## src/rtl/uart_tx.sv

```systemverilog
// UART serial transmitter: fetches words from the TX FIFO and sends start, data (LSB first), parity, stop.
// Optional even-parity bit is enabled with the UART_TX_PARITY_EN macro.
`timescale 1ns/1ps

module uart_tx #(
    parameter int SIZE_DATA    = 8,
    parameter int CLKS_PER_BIT = 434,
    parameter int STOP_BITS    = 1
) (
    input  logic                 i_clk,
    input  logic                 i_rst_n,
    input  logic                 i_tx_en,
    input  logic                 i_fifo_empty,
    input  logic [SIZE_DATA-1:0] i_fifo_data,
    output logic                 o_fifo_rd_en,
    output logic                 o_tx,
    output logic                 o_busy,
    output logic                 o_tx_done
);

    localparam int BAUD_W = (CLKS_PER_BIT > 1) ? $clog2(CLKS_PER_BIT) : 1;
    localparam int BIT_W  = $clog2(SIZE_DATA + 1);

    localparam logic [BAUD_W-1:0] BAUD_LAST = BAUD_W'(CLKS_PER_BIT - 1);
    localparam logic [BIT_W-1:0]  DATA_LAST = BIT_W'(SIZE_DATA - 1);
    localparam logic [BIT_W-1:0]  STOP_LAST = BIT_W'(STOP_BITS - 1);

    typedef enum logic [2:0] {
        ST_IDLE   = 3'd0,
        ST_FETCH  = 3'd1,
        ST_LOAD   = 3'd2,
        ST_START  = 3'd3,
        ST_DATA   = 3'd4,
        ST_PARITY = 3'd5,
        ST_STOP   = 3'd6
    } state_t;

    state_t               state_r, state_s;
    logic [SIZE_DATA-1:0] shift_r, shift_s;
    logic [BIT_W-1:0]     bit_cnt_r, bit_cnt_s;
    logic [BAUD_W-1:0]    baud_r, baud_s;
    logic                 bit_end_s;
    logic                 tx_s, busy_s, rd_en_s, done_s;
    logic                 tx_r, busy_r, rd_en_r, done_r;
`ifdef UART_TX_PARITY_EN
    logic                 parity_r, parity_s;

    function automatic logic even_parity(input logic [SIZE_DATA-1:0] d);
        return ^d;
    endfunction
`endif

    assign bit_end_s = (baud_r == BAUD_LAST);

    // State, datapath and registered-output flops.
    always_ff @(posedge i_clk or negedge i_rst_n) begin
        if (!i_rst_n) begin
            state_r   <= ST_IDLE;
            shift_r   <= '0;
            bit_cnt_r <= '0;
            baud_r    <= '0;
            tx_r      <= 1'b1;
            busy_r    <= 1'b0;
            rd_en_r   <= 1'b0;
            done_r    <= 1'b0;
`ifdef UART_TX_PARITY_EN
            parity_r  <= 1'b0;
`endif
        end else begin
            state_r   <= state_s;
            shift_r   <= shift_s;
            bit_cnt_r <= bit_cnt_s;
            baud_r    <= baud_s;
            tx_r      <= tx_s;
            busy_r    <= busy_s;
            rd_en_r   <= rd_en_s;
            done_r    <= done_s;
`ifdef UART_TX_PARITY_EN
            parity_r  <= parity_s;
`endif
        end
    end

    // Next-state and datapath updates; the bit counter is reused to count stop bits.
    always_comb begin
        state_s   = state_r;
        shift_s   = shift_r;
        bit_cnt_s = bit_cnt_r;
        baud_s    = baud_r;
`ifdef UART_TX_PARITY_EN
        parity_s  = parity_r;
`endif
        case (state_r)
            ST_IDLE: begin
                if (i_tx_en && !i_fifo_empty) begin
                    state_s = ST_FETCH;
                end else begin
                    state_s = ST_IDLE;
                end
            end
            ST_FETCH: begin
                state_s = ST_LOAD;
            end
            ST_LOAD: begin
                shift_s   = i_fifo_data;
                bit_cnt_s = '0;
                baud_s    = '0;
`ifdef UART_TX_PARITY_EN
                parity_s  = even_parity(i_fifo_data);
`endif
                state_s   = ST_START;
            end
            ST_START: begin
                if (bit_end_s) begin
                    baud_s  = '0;
                    state_s = ST_DATA;
                end else begin
                    baud_s  = baud_r + BAUD_W'(1);
                end
            end
            ST_DATA: begin
                if (bit_end_s) begin
                    baud_s  = '0;
                    shift_s = shift_r >> 1;
                    if (bit_cnt_r == DATA_LAST) begin
                        bit_cnt_s = '0;
`ifdef UART_TX_PARITY_EN
                        state_s   = ST_PARITY;
`else
                        state_s   = ST_STOP;
`endif
                    end else begin
                        bit_cnt_s = bit_cnt_r + BIT_W'(1);
                    end
                end else begin
                    baud_s = baud_r + BAUD_W'(1);
                end
            end
`ifdef UART_TX_PARITY_EN
            ST_PARITY: begin
                if (bit_end_s) begin
                    baud_s  = '0;
                    state_s = ST_STOP;
                end else begin
                    baud_s  = baud_r + BAUD_W'(1);
                end
            end
`endif
            ST_STOP: begin
                if (bit_end_s) begin
                    baud_s = '0;
                    if (bit_cnt_r == STOP_LAST) begin
                        bit_cnt_s = '0;
                        state_s   = ST_IDLE;
                    end else begin
                        bit_cnt_s = bit_cnt_r + BIT_W'(1);
                    end
                end else begin
                    baud_s = baud_r + BAUD_W'(1);
                end
            end
            default: begin
                state_s = ST_IDLE;
            end
        endcase
    end

    // Output values decoded from the upcoming state so the registered outputs line up with it.
    always_comb begin
        tx_s    = 1'b1;
        busy_s  = (state_s != ST_IDLE);
        rd_en_s = (state_s == ST_FETCH);
        done_s  = 1'b0;
        case (state_s)
            ST_START: tx_s = 1'b0;
            ST_DATA:  tx_s = shift_s[0];
`ifdef UART_TX_PARITY_EN
            ST_PARITY: tx_s = parity_s;
`endif
            ST_STOP: begin
                tx_s   = 1'b1;
                done_s = (baud_s == BAUD_LAST) && (bit_cnt_s == STOP_LAST);
            end
            default: tx_s = 1'b1;
        endcase
    end

    assign o_tx         = tx_r;
    assign o_busy       = busy_r;
    assign o_fifo_rd_en = rd_en_r;
    assign o_tx_done    = done_r;

endmodule

```

## config.mk

```make
export PLATFORM = sky130hd
export DESIGN_NAME = uart_tx
export DESIGN_NICKNAME = d
export VERILOG_FILES = /design/src/rtl/uart_tx.sv
export SDC_FILE = /design/constraint.sdc
export NUM_CORES = 1
export LEC_CHECK = 0
export BUFFER_PORTS_ARGS = -buffer_cell sky130_fd_sc_hd__buf_2
export CORE_UTILIZATION = 53
export CTS_BUF_LIST = sky130_fd_sc_hd__clkbuf_16
export DETAILED_ROUTE_END_ITERATION = 6
export GPL_TIMING_DRIVEN = 1
export PLACE_DENSITY_LB_ADDON = 0.05
export REMOVE_ABC_BUFFERS = 1
export SYNTH_ARGS = -nofsm -noshare
export SYNTH_HDL_FRONTEND = slang
export SYNTH_SLANG_ARGS = --single-unit
```

## constraint.sdc

```tcl
create_clock -name i_clk -period 1.8 [get_ports i_clk]
set_input_delay 0.36 -clock i_clk [delete_from_list [all_inputs] [get_ports i_clk]]
set_output_delay 0.36 -clock i_clk [all_outputs]
set_load 0.005 [all_outputs]
```

==> results of run 1 <==
## state kept, by name, summed over array words and instances, names as in the netlist
name and cells:
baud_r 9, bit_cnt_r 4, o_busy 1, o_fifo_rd_en 1, o_tx 1, o_tx_done 1, shift_r 8, state_r 3
## path summary, 6_finish.rpt
kind	to	depth (start not counted)
setup reg to reg	o_busy	7
min in group i_clk	o_fifo_rd_en	2
hold / removal	bit_cnt_r[1]	1
setup / recovery	o_busy	7
max in group asynchronous	state_r[1]	1
hold reg to reg	shift_r[2]	2
## cells in the final DEF (no fill, tap or decap), types with 3 or more instances in the layout
cell	synthesis	final
buf_4	0	49
inv_1	7	6
nand2_1	25	25
nor2b_1	3	3
xnor2_1	4	4
nor4_2	1	3
clkbuf_16	0	3
a22oi_1	6	6
buf_2	3	15
a21oi_1	6	6
dfrtp_1	27	27
nor2_1	20	20
nand2b_1	3	3
xor2_1	4	4
o21ai_0	6	6
ha_2	0	4
## layout make-up
| class | instances | share of cell area (%) |
|---|---|---|
| clock buffer | 3 | 3.26 |
| clock inverter | 1 | 1.31 |
| inverter | 7 | 1.14 |
| multi-input combinational | 137 | 42.1 |
| sequential | 28 | 30.5 |
| tap | 44 | 2.39 |
| timing repair buffer | 64 | 19.2 |
## critical path, delay by kind of cell (launching register included)
kind | cells | cell delay, ps
AND/OR/NAND/NOR | 3 | 830
buffers and inverters | 2 | 210
flip-flops | 1 | 380
AO/OA/AOI/OAI | 1 | 210
adder cells (fa/ha/maj) | 1 | 180
## power by group through the flow
stage / Clock [mW] / Combinational [mW] / Sequential, mW
final: 0.653 / 0.0323 / 0.643
after global routing: 0.696 / 0.0386 / 0.644
after CTS: 0.670 / 0.0335 / 0.643
after detailed placement: 0 / 0.0333 / 0.655
after global placement: 0 / 0.0318 / 0.655
after floorplan: 0 / 0.00738 / 0.654
## timing repair
item                                    CTS  global route
buffers inserted                          3             4
hold buffers                              0             0
gates resized for setup                   7             8
endpoints found under the setup margin    6             6
endpoints found under the hold margin     0             0
pin swaps                                 9             2
## stage by stage
step | total power, mW | hold slack [ps]
after CTS | 1.35 | 125
after global placement | 0.686 | 405
after floorplan | 0.661 | 64.4
after global routing | 1.38 | 161
final | 1.33 | 103
after detailed placement | 0.688 | 405
## routing by layer
metal  up-vias  part of all wire (%)
li1        763                     -
met1       750                    48
met2        38                    48
met3         4                   4.0
met4         0                  0.63
met5         -                     0
## kinds of logic (layout without fill, tap and decap cells)
| logic type | after synthesis | count (layout) | synth area share, % |
|---|---|---|---|
| xor+xnor | 8 | 8 | 4.14 |
| fa+ha+maj | 4 | 4 | 2.95 |
| simple gates | 85 | 85 | 29.7 |
| buf+inv | 16 | 75 | 5.10 |
| flops | 28 | 28 | 41.4 |
| compound gates | 38 | 38 | 15.4 |
| mux | 2 | 2 | 1.26 |
==> flow_summary.json, run 1 <==
{
  "io_pins": 16,
  "post-route-drc-count": 0,
  "dp_slack_ps": -187,
  "numCtsBuffers": 3,
  "final_core_util_pct": 75.4,
  "regArea_um2": 702,
  "nNetsFinal": 257,
  "gp_congestion": 0.964,
  "cts_tree": "yes",
  "num_vias": 1555,
  "synth_commonest_cells": "27 x dfrtp_1, 25 x nand2_1, 20 x nor2_1",
  "synth_cell_types": 56,
  "use_met3_pct": 4.62,
  "comb_power_share_pct": 2.4,
  "violations": "negative setup slack",
  "routedWlPerCell_um": 13.9,
  "grt_use_met2_pct": 41.1,
  "insertion_delay_ps": 260,
  "dr.first_iter.drc_count": 113,
  "firstDrtPassIters": 4,
  "routed_wl_mm": 3.96,
  "grt_pass1_wl_mm": 6.53,
  "slew_headroom_pct": 59.0,
  "grt.busiest_layer": "met2",
  "htreeDepth": 1,
  "antenna_left": 0,
  "postSynth.asyncResetShare_pct": 100,
  "multi_input_area_um2": 970,
  "fin_area_um2": 2300,
  "syn_inst": 181,
  "synth_seq_area_share_pct": 41.4,
  "synth_warnings": 0,
  "endpoint_kind": "flip-flop",
  "yosysTopAreaCellShare_pct": 39.9,
  "cts.sinks": 28,
  "antenna_found_initial": 0,
  "dp.cells": 273,
  "cts_root_buffer": "clkbuf_16",
  "r2r_setup_slack_ps": -140,
  "r2r_start": "baud_r[1]",
  "grt_use_met1_pct": 35.6,
  "switching_power_mw": 0.235,
  "ys_ff_latch": 28,
  "cellLeakagePower_nw": 1.11,
  "p_int_mw": 1.09,
  "yosysTopAreaCell": "dfrtp_1",
  "synth.area.top_cells": "dfrtp_1 40%, nand2_1 5.5%, nor2_1 4.4%, ha_1 3.0%, a22oi_1 2.7%",
  "setup-tns-final_ps": -408,
  "io_buffers": 15,
  "worst_setup_path_start_kind": "flip-flop",
  "setup_viol": 5,
  "die_area_um2": 3430,
  "synth_top_flop_cell": "dfrtp_1",
  "worst_slack_ps": -141,
  "crit_type": "flip-flop to flip-flop",
  "hold_viol_final": 0,
  "setup.worst_path.start": "baud_r[1]",
  "fillers": 221,
  "clockBufferDepth": 2,
  "yosysMostFrequentCell": "dfrtp_1",
  "fin_skew_ps": 3.56,
  "start_util_pct": 55.5,
  "cp.required_ps": 1940,
  "finalMaxSlewViolations": 0,
  "arrival_ps": 2080,
  "ir_drop_v": 0.000667,
  "critPathSlowestCell": "dfrtp_1",
  "rsz0062_at_grt": "yes",
  "synth-edff-count": 0,
  "dp_hpwl_mm": 2.97,
  "maxCapViolations": 0,
  "grt_overflow": 0,
  "path_cells": "inv_1 -> ha_2 -> nand4b_4 -> or3_1 -> o22a_1 -> buf_4 -> or3_4",
  "coreArea_um2": 3050,
  "period_share_pct": 108,
  "track_usage_pct": 25.3,
  "syn_area_um2": 1690,
  "period_minus_slack_ps": 1940,
  "hold_path_class": "input pin to asynchronous set/reset pin",
  "antenna_cells": 0,
  "power.density_nw_per_um2": 578,
  "syn_area_per_cell_um2": 9.36,
  "grt_max_degree": 29,
  "crit_fanout": 5,
  "max_freq_ghz": 0.515,
  "clockPowerShare_pct": 49.2,
  "placed_area_um2": 2080,
  "grt_pass1_vias": 1432,
  "vias_per_cell": 5.48,
  "status": "complete, but fails checks",
  "instances_no_fill": 284,
  "swShare_pct": 17.7,
  "die_h_um": 58.5,
  "placementRows": 20,
  "p_seq_share_pct": 48.4,
  "tightest_slew_ps": 615,
  "clk_pin_slew_ps": 70,
  "crit_path_max_incr_delay_ps": 380,
  "syn_to_final_growth_pct": 35.8,
  "drive_gt1_share_pct": 39.2,
  "die_x_um": 58.5
}
(Power assumes the default switching activity.)
==> run 2: changes to the inputs <==
--- a/config.mk
+++ b/config.mk
@@ -6,11 +6,12 @@
 export NUM_CORES = 1
 export LEC_CHECK = 0
 export BUFFER_PORTS_ARGS = -buffer_cell sky130_fd_sc_hd__buf_2
+export CAP_MARGIN = 25
 export CORE_UTILIZATION = 53
 export CTS_BUF_LIST = sky130_fd_sc_hd__clkbuf_16
 export DETAILED_ROUTE_END_ITERATION = 6
 export GPL_TIMING_DRIVEN = 1
-export PLACE_DENSITY_LB_ADDON = 0.05
+export PLACE_DENSITY = 0.72
 export REMOVE_ABC_BUFFERS = 1
 export SYNTH_ARGS = -nofsm -noshare
 export SYNTH_HDL_FRONTEND = slang
==> flow_summary.json, run 2 (synthesized netlist as in run 1, its figures left out) <==
{
  "status": "complete, but fails checks",
  "violations": "negative setup slack",
  "arrival_ps": 2210,
  "grt_max_degree": 29,
  "rsz0062_at_grt": "yes",
  "dp_hpwl_mm": 3.08,
  "tightest_slew_ps": 617,
  "setup-tns-final_ps": -682,
  "cts.sinks": 28,
  "grt_overflow": 0,
  "drive_gt1_share_pct": 42.8,
  "dr.first_iter.drc_count": 75,
  "track_usage_pct": 27.1,
  "cts_root_buffer": "clkbuf_16",
  "period_minus_slack_ps": 2060,
  "worst_setup_path_start_kind": "flip-flop",
  "cellLeakagePower_nw": 1.15,
  "clockBufferDepth": 2,
  "gp_congestion": 0.861,
  "antenna_left": 0,
  "dp.cells": 272,
  "cts-hold-fix-buffers": 0,
  "placementRows": 20,
  "die_area_um2": 3430,
  "die_x_um": 58.5,
  "endpoint_kind": "flip-flop",
  "grt_pass1_vias": 1529,
  "die_h_um": 58.5,
  "largest_register_ff_count": 9,
  "numCtsBuffers": 3,
  "antenna_found_initial": 0,
  "top_register": "baud_r",
  "syn_to_final_growth_pct": 41.3,
  "routedWlPerCell_um": 15.9,
  "final_core_util_pct": 78.4,
  "worst_slack_ps": -262,
  "period_share_pct": 115,
  "vias_per_cell": 5.78,
  "maxCapViolations": 0,
  "antenna_cells": 0,
  "instances_no_fill": 287,
  "setup.worst_path.start": "baud_r[0]",
  "power.density_nw_per_um2": 497,
  "fin_skew_ps": 8.55,
  "ir_drop_v": 0.000546,
  "r2r_start": "baud_r[0]",
  "crit_type": "flip-flop to flip-flop",
  "top_regs": "baud_r (9), shift_r (8), bit_cnt_r (4)",
  "hold_path_class": "input pin to asynchronous set/reset pin",
  "final_common_cell": "buf_4",
  "insertion_delay_ps": 270,
  "routed_wl_mm": 4.55,
  "start_util_pct": 55.5,
  "io_pins": 16,
  "clk_pin_slew_ps": 70,
  "nNetsFinal": 260,
  "htreeDepth": 1,
  "hold_viol_final": 0,
  "max_freq_ghz": 0.485,
  "grt_pass1_wl_mm": 6.99,
  "cp.required_ps": 1950,
  "crit_fanout": 5,
  "layout_common_cells": "46 x buf_4, 27 x dfrtp_1, 25 x nand2_1, 18 x nor2_1, 15 x buf_2",
  "slew_headroom_pct": 58.8,
  "setup_viol": 5,
  "num_vias": 1659,
  "io_buffers": 15,
  "cts_tree": "yes",
  "finalMaxSlewViolations": 0,
  "post-route-drc-count": 0,
  "firstDrtPassIters": 4,
  "coreArea_um2": 3050
}
run 2: cell types whose count changed in the layout (fill, tap and decap cells not counted), moves of 2 or more:
| cell | delta |
|---|---|
| buf_6 | +6 |
| buf_4 | -3 |
| a22oi_1 | -2 |
| a22oi_2 | +2 |
| ha_2 | -2 |
| ha_4 | +2 |
| inv_1 | +2 |
| nor2_1 | -2 |
| nor2_2 | +2 |
| o21ai_2 | +2 |
run 2: metrics by stage:
| step | setup WS [ps] | hold slack, ps | power, mW | area [um^2] |
|---|---|---|---|---|
| 4_1_cts | -115 | 126 | 1.19 | 2200 |
| 5_1_grt | -306 | 164 | 1.22 | 2390 |
| 2_1_floorplan | -250 | 64.4 | 0.661 | 1630 |
| 3_3_place_gp | -117 | 393 | 0.686 | 2070 |
| 6_report | -262 | 101 | 1.19 | 2390 |
| 3_5_place_dp | -201 | 411 | 0.689 | 2070 |
run 2: worst max-delay path, cell delays in order (launching register included):
cell and delay [ps]:
dfrtp_1 420, buf_6 130, ha_4 130, nand4b_4 160, or3_4 420, o22a_1 220, buf_4 160, or3_1 310
run 2: area by class of cell:
class / instances / area [um^2]
multi-input combinational: 137 / 1040
sequential: 28 / 702
fill: 205 / 659
timing repair buffer: 67 / 488
clock buffer: 3 / 75.1
tap: 44 / 55.1
inverter: 7 / 26.3
clock inverter: 1 / 3.75
run 2: final timing paths:
check / endpoint / depth (start not counted) / slack [ps]
max: o_busy / 7 / -260
min reg2reg: shift_r[5] / 2 / 500
max in group asynchronous: shift_r[4] / 1 / 1290
min: bit_cnt_r[0] / 1 / 100
max reg2reg: o_busy / 7 / -260
min in group i_clk: o_fifo_rd_en / 2 / 300
run 2: where the power goes:
| part | internal, mW | switching [mW] | total [mW] |
|---|---|---|---|
| Combinational | 0.0129 | 0.0206 | 0.0335 |
| Clock | 0.298 | 0.214 | 0.512 |
| Sequential | 0.638 | 0.00612 | 0.644 |
run 2: what timing repair did:
item	in CTS	in global routing
setup endpoints to repair	7	8
gates cloned	0	0
pin swaps	9	15
setup buffers	1	11
endpoints found under the hold margin	0	0
resized for setup	11	24
run 2: metal layers:
layer / track usage (%) / part of all wire [%] / vias up
li1: - / - / 767
met1: 36.5 / 44 / 823
met2: 45.2 / 50 / 58
met3: 3.30 / 4.7 / 11
met4: 9.86 / 2.0 / 0
met5: 0 / 0 / -
